## src/rtl/ifft_frame_reader_if.sv

```systemverilog
// Purpose: bundles the frame-reader handshake, buffer read port and output
// sample stream so the reader and its environment connect through one port.
// Signals:
//   start      environment -> reader   1-cycle pulse, a full frame is buffered
//   busy       reader -> environment   frame in progress
//   raddr      reader -> buffer        read address (combinational read)
//   rdata      buffer -> reader        read data for raddr, same cycle
//   out_valid  reader -> downstream    output sample valid
//   out_ready  downstream -> reader    sample accepted when valid & ready
//   out_re     reader -> downstream    real part (upper half of buffer word)
//   out_im     reader -> downstream    imaginary part (lower half of buffer word)
//   out_idx    reader -> downstream    natural-order index of presented sample
//   out_last   reader -> downstream    marks the sample with out_idx = N-1
//   done       reader -> environment   1-cycle pulse after last acceptance
// Modports: master = reader side, slave = environment/buffer/downstream side.
interface ifft_frame_reader_if #(
    parameter int unsigned DW = 28,
    parameter int unsigned AW = 5
);
    logic              start;
    logic              busy;
    logic [AW-1:0]     raddr;
    logic [DW-1:0]     rdata;
    logic              out_valid;
    logic              out_ready;
    logic [DW/2-1:0]   out_re;
    logic [DW/2-1:0]   out_im;
    logic [AW-1:0]     out_idx;
    logic              out_last;
    logic              done;

    modport master (
        input  start,
        input  rdata,
        input  out_ready,
        output busy,
        output raddr,
        output out_valid,
        output out_re,
        output out_im,
        output out_idx,
        output out_last,
        output done
    );

    modport slave (
        output start,
        output rdata,
        output out_ready,
        input  busy,
        input  raddr,
        input  out_valid,
        input  out_re,
        input  out_im,
        input  out_idx,
        input  out_last,
        input  done
    );
endinterface

```

## src/rtl/ifft_frame_reader.sv

```systemverilog
// Purpose: drains one complete N-point frame from the frame buffer per start
// pulse as a valid/ready sample stream, generating the buffer read address
// (natural or bit-reversed order) and re-timing the combinational read data
// into a registered output stage; pulses done after the last acceptance.
// Ports:
//   clk    rising-edge clock
//   reset  synchronous, active-high reset
//   bus    ifft_frame_reader_if.master: start/busy/done handshake, buffer
//          read port (raddr/rdata) and the out_* sample stream
module ifft_frame_reader #(
    parameter int unsigned DW     = 28,
    parameter int unsigned AW     = 5,
    parameter bit          BITREV = 1'b1
) (
    input  logic                  clk,
    input  logic                  reset,
    ifft_frame_reader_if.master   bus
);

    localparam int unsigned HW       = DW / 2;
    localparam int unsigned N        = 1 << AW;
    localparam logic [AW-1:0] LAST_IDX = AW'(N - 1);

    typedef enum logic [1:0] {
        IDLE  = 2'd0,
        READ  = 2'd1,
        DRAIN = 2'd2
    } state_t;

    state_t            state_q,     state_d;
    logic [AW-1:0]     cnt_q,       cnt_d;
    logic              busy_q,      busy_d;
    logic              out_valid_q, out_valid_d;
    logic [HW-1:0]     out_re_q,    out_re_d;
    logic [HW-1:0]     out_im_q,    out_im_d;
    logic [AW-1:0]     out_idx_q,   out_idx_d;
    logic              out_last_q,  out_last_d;
    logic              done_q,      done_d;

    logic [AW-1:0]     cnt_rev_c;
    logic              load_c;

    // Bit-reversed view of the read counter.
    for (genvar i = 0; i < AW; i++) begin : g_rev
        assign cnt_rev_c[i] = cnt_q[AW-1-i];
    end

    // Address depends only on registered cnt, never on out_ready.
    assign bus.raddr = BITREV ? cnt_rev_c : cnt_q;

    // Output stage may take a new word when empty or being emptied this cycle.
    assign load_c = ~out_valid_q | bus.out_ready;

    // Next-state and output-stage logic.
    always_comb begin
        state_d     = state_q;
        cnt_d       = cnt_q;
        busy_d      = busy_q;
        out_valid_d = out_valid_q;
        out_re_d    = out_re_q;
        out_im_d    = out_im_q;
        out_idx_d   = out_idx_q;
        out_last_d  = out_last_q;
        done_d      = 1'b0;

        unique case (state_q)
            IDLE: begin
                if (bus.start) begin
                    state_d = READ;
                    cnt_d   = '0;
                    busy_d  = 1'b1;
                end
            end

            READ: begin
                if (load_c) begin
                    out_re_d    = bus.rdata[DW-1:HW];
                    out_im_d    = bus.rdata[HW-1:0];
                    out_idx_d   = cnt_q;
                    out_last_d  = (cnt_q == LAST_IDX);
                    out_valid_d = 1'b1;
                    cnt_d       = cnt_q + AW'(1);
                    // Last word loaded; counter wraps to 0 and raddr goes unused.
                    if (cnt_q == LAST_IDX) begin
                        state_d = DRAIN;
                    end
                end
            end

            DRAIN: begin
                if (bus.out_ready) begin
                    out_valid_d = 1'b0;
                    out_last_d  = 1'b0;
                    busy_d      = 1'b0;
                    done_d      = 1'b1;
                    state_d     = IDLE;
                end
            end

            default: begin
                state_d = IDLE;
            end
        endcase
    end

    // State and output registers.
    always_ff @(posedge clk) begin
        if (reset) begin
            state_q     <= IDLE;
            cnt_q       <= '0;
            busy_q      <= 1'b0;
            out_valid_q <= 1'b0;
            out_re_q    <= '0;
            out_im_q    <= '0;
            out_idx_q   <= '0;
            out_last_q  <= 1'b0;
            done_q      <= 1'b0;
        end else begin
            state_q     <= state_d;
            cnt_q       <= cnt_d;
            busy_q      <= busy_d;
            out_valid_q <= out_valid_d;
            out_re_q    <= out_re_d;
            out_im_q    <= out_im_d;
            out_idx_q   <= out_idx_d;
            out_last_q  <= out_last_d;
            done_q      <= done_d;
        end
    end

    assign bus.busy      = busy_q;
    assign bus.out_valid = out_valid_q;
    assign bus.out_re    = out_re_q;
    assign bus.out_im    = out_im_q;
    assign bus.out_idx   = out_idx_q;
    assign bus.out_last  = out_last_q;
    assign bus.done      = done_q;

endmodule

```

## src/flat_wrapper.sv

```systemverilog
// flat-port wrapper written by rule: the top's interface ports become plain ports
module ifft_frame_reader_flat 
#(
    parameter int unsigned DW     = 28,
    parameter int unsigned AW     = 5,
    parameter bit          BITREV = 1'b1
)
  (clk, reset, bus_start, bus_rdata, bus_out_ready, bus_busy, bus_raddr, bus_out_valid, bus_out_re, bus_out_im, bus_out_idx, bus_out_last, bus_done);
  ifft_frame_reader_if #(.DW(DW), .AW(AW)) bus_i ();
  input  logic clk;
  input  logic reset;
  input wire logic [$bits(bus_i.start)-1:0] bus_start;
  input wire logic [$bits(bus_i.rdata)-1:0] bus_rdata;
  input wire logic [$bits(bus_i.out_ready)-1:0] bus_out_ready;
  output wire logic [$bits(bus_i.busy)-1:0] bus_busy;
  output wire logic [$bits(bus_i.raddr)-1:0] bus_raddr;
  output wire logic [$bits(bus_i.out_valid)-1:0] bus_out_valid;
  output wire logic [$bits(bus_i.out_re)-1:0] bus_out_re;
  output wire logic [$bits(bus_i.out_im)-1:0] bus_out_im;
  output wire logic [$bits(bus_i.out_idx)-1:0] bus_out_idx;
  output wire logic [$bits(bus_i.out_last)-1:0] bus_out_last;
  output wire logic [$bits(bus_i.done)-1:0] bus_done;
  assign bus_i.start = bus_start;
  assign bus_i.rdata = bus_rdata;
  assign bus_i.out_ready = bus_out_ready;
  assign bus_busy = bus_i.busy;
  assign bus_raddr = bus_i.raddr;
  assign bus_out_valid = bus_i.out_valid;
  assign bus_out_re = bus_i.out_re;
  assign bus_out_im = bus_i.out_im;
  assign bus_out_idx = bus_i.out_idx;
  assign bus_out_last = bus_i.out_last;
  assign bus_done = bus_i.done;
  ifft_frame_reader #(.DW(DW), .AW(AW), .BITREV(BITREV)) u_core (.clk(clk), .reset(reset), .bus(bus_i));
endmodule
```

## config.mk

```make
export PLATFORM = sky130hd
export DESIGN_NAME = ifft_frame_reader_flat
export DESIGN_NICKNAME = d
export VERILOG_FILES = /design/src/rtl/ifft_frame_reader_if.sv /design/src/rtl/ifft_frame_reader.sv /design/src/flat_wrapper.sv
export SDC_FILE = /design/constraint.sdc
export NUM_CORES = 1
export LEC_CHECK = 0
export ABC_AREA = 0
export CAP_MARGIN = 20
export CORE_ASPECT_RATIO = 1.1
export CORE_UTILIZATION = 45
export CTS_BUF_LIST = sky130_fd_sc_hd__clkbuf_4
export CTS_CLUSTER_DIAMETER = 60
export DETAILED_ROUTE_END_ITERATION = 12
export PLACE_DENSITY = 0.81
export SLEW_MARGIN = 20
export SYNTH_ARGS = -nofsm -noshare
export SYNTH_HDL_FRONTEND = slang
export SYNTH_SLANG_ARGS = --single-unit
```

## constraint.sdc

```tcl
create_clock -name clk -period 2.1 [get_ports clk]
set_clock_uncertainty 0.2 [all_clocks]
set_input_delay 0.21 -clock clk [delete_from_list [all_inputs] [get_ports clk]]
set_output_delay 0.21 -clock clk [all_outputs]
set_load 0.05 [all_outputs]
```

==> results.md <==
* Outcome: complete, no violations
* Most instantiated cells after synthesis: dfxtp_1, a21oi_1, nand4_1, o31ai_1
* Avg Vias per Cell at around 5.9
* Syn avg cell area at roughly 8.9 um2
* Area Growth Syn to Fin at 41.3%
* Die Footprint at 0.00460 mm2
* Fillers at around 360
* Worst Hold Margin at between 0.2 and 0.25 ns
* Total gr overflow at 0
* Pwr/cell area at between 600 and 700 mW/mm2
* Most frequent cell after synthesis: dfxtp_1
* Nets at between 300 and 400
* Total power draw at ~1.7 mW
* Leak at between 1 and 1.5 nW
* Worst-Margin Slew at between 0.6 and 0.7 ns
* CTS tree: done
* RSZ-0062 raised after global routing: no
* Compound-cell area share of the yosys netlist at 0.264
* Synth Warn # at 0
* RePlAce Congestion at between 0.8 and 0.9
* Top delay family on crit path: buffers and inverters
* Maximum number of pins on one net before global-route repair at 40
* Total Routing Usage GR at 0.234
* Critical Path RT at between 1.5 and 2 ns
* Worst vdd ir at roughly 370 uV
* TNS Setup at 0 ns
* Placed insts at around 330
* Drt pass-1 iters at 4
* Largest family of logic cells by synthesized area: compound AO/OA/AOI/OAI gates
* Area of the multi-input gates at 921 um2
* Cts hold-fix bufs at 0
* CP Cell Sequence: clkdlybuf4s50_1
* Maxcap violations at 0
* Drt initial violations at 135
* Die Y at 71.0 um
* Count of state elements after synthesis at between 40 and 50
* Drt wl/cell at roughly 16 um
* N_diodes at 0
* Multiplexer area fraction after synthesis at 0.00514
* Hold crit path type: in2reg
* Std cell rows at 24
* Rel. slew slack at 0.541
* Share of the synthesized area in the top cell type at 0.452
* Sequential share of the synthesized area at 0.452
* Count of pins over their slew limit at 0
* Clk root buf: clkbuf_4
* Final setup vio count at 0
* DP Area at 0.00270 mm2
* Clock-pin slew on the worst setup and hold paths at 0.12 ns
* Final hold violations at 0
* F_max at between 400 and 500 MHz
* Period utilization at 0.985
* Core Util, Final at 0.679
* Fin worst setup slack at between 0.03 and 0.04 ns
* Inserted Clock Buffers at 5
* Total Wirelength at roughly 5300 um
* Post-Syn Nets at 253
* WP buf/inv at 1
* First-pass GRT wire length at 8400 um
* Area contributors post-synth: dfxtp_1, o31ai_1, nand4_1
* Layout cells sized above 1 at 0.0961
* Area leader, netlist: dfxtp_1
* Initial antenna violation count at 0
* Clk sinks at 44
* Critical path type: reg2out
* Reg2reg start: u_core.state_q[0]
* Post-route ant nets at 0
* Critical path arrival at 1.66 ns
* Number of flops mapped to enable cells by yosys at 0
* Clock tree buffer depth at 2
* I/O Buffers at 73
* Initial core utilization at 0.481
* Xor/xnor share of the synthesized area at 0
* Drt drc at 0
* Tmin final at 2.07 ns
* CP max stage cell: clkdlybuf4s50_1
* Hpwl dp at about 3500 um
* Sequential standard cell area at 881 um2
* Worst setup SP type: register
* Setup WS pre-CTS at between 0.15 and 0.2 ns
* Core area at 0.00405 mm2
* Critical path peak fanout at 6
* Die width at around 65 um
* H-Tree Depth at 2
* Synth unique cells at 32
* Post-Synth Simple-Gate Area at 0.189
* Vias at around 2000
* Vias in the first global route at roughly 1900
* Post-Syn Instances at 219
* Hold Crit Start: bus_rdata[17]
* Ports at between 70 and 80
* Non-Filler Instances at ~330
* Setup crit start: u_core.cnt_q[2]
* Critical Path Max Stage Delay at roughly 0.84 ns
* Ys async rst share at 0
* Adder-cell share of the synthesized area at 0.0128
* Latest clock arrival within the worst-skew pair at about 0.36 ns
* Final Cell Area at 0.00275 mm2
* Top_reg_cell synth: dfxtp_1
* Critical path capture point type: output port
* Post-synthesis cell area at a little under 0.002 mm2
## worst min-delay path, delay by kind of cell
kind / cells / cell delay, ns
AOI/OAI and AO/OA: 1 / 0.06
buffers and inverters: 1 / 0.39
and+or+nand+nor: 1 / 0.08
## metal layers
layer	track usage	wire, um	vias to the layer above
li1	-	-	969
met1	0.274	2300	923
met2	0.402	2650	72
met3	0.0597	299	12
met4	0.0988	85	0
met5	0	0	-
## cell usage in the layout (no fill, tap or decap), types with 2 or more instances in the layout
cell type        instances
clkdlybuf4s50_1         70
dfxtp_1                 44
a21oi_1                 40
o31ai_1                 35
nand4_1                 35
buf_4                   12
clkbuf_4                 6
nor4_1                   4
o21ai_0                  3
nand3_1                  2
nand2b_1                 2
nor3b_1                  2
inv_2                    2
ha_1                     2
dlymetal6s2s_1           2
## cells by family (layout without fill, tap and decap cells)
| group | Yosys count | in the layout |
|---|---|---|
| multiplexers | 1 | 1 |
| AO/OA/AOI/OAI | 82 | 82 |
| buffers and inverters | 33 | 95 |
| flip-flops | 44 | 44 |
| AND/OR/NAND/NOR | 57 | 57 |
| adder cells (fa/ha/maj) | 2 | 2 |
## power by group
part / internal (mW) / total (mW) / switching, mW
clock: 0.137 / 0.404 / 0.268
sequential: 0.876 / 0.906 / 0.0301
combinational: 0.171 / 0.435 / 0.264
total: 1.18 / 1.75 / 0.562
## state kept, by name (all words and copies together), names as in the netlist
register and cells:
u_core.bus.out_last 1, u_core.bus.out_valid 1, u_core.bus.done 1, u_core.state_q 2, u_core.bus.out_idx 5, u_core.bus.out_re 14
u_core.cnt_q 5, u_core.bus.out_im 14, u_core.bus.busy 1
## what timing repair did
action | 4_1_cts | 5_1_grt
setup buffers | 0 | 0
gates resized for setup | 1 | 2
setup endpoints to repair | 1 | 2
## cell type report
cell class                      count  area share
Clock buffer                        6      0.0164
Clock inverter                      1     0.00182
Inverter                            3     0.00409
Multi-Input combinational cell    142       0.335
Sequential cell                    44       0.320
Tap cell                           52      0.0236
Timing Repair Buffer               85       0.300
## path summary, 6_finish.rpt
| kind | end | slack, ns | cells past startpoint |
|---|---|---|---|
| max | bus_raddr[2] | 0.03 | 1 |
| min | u_core.bus.out_re[3] | 0.21 | 3 |
| max reg2reg | u_core.bus.out_last | 0.32 | 4 |
| min reg2reg | u_core.bus.out_im[4] | 0.28 | 2 |
(Power assumes the default switching activity.)
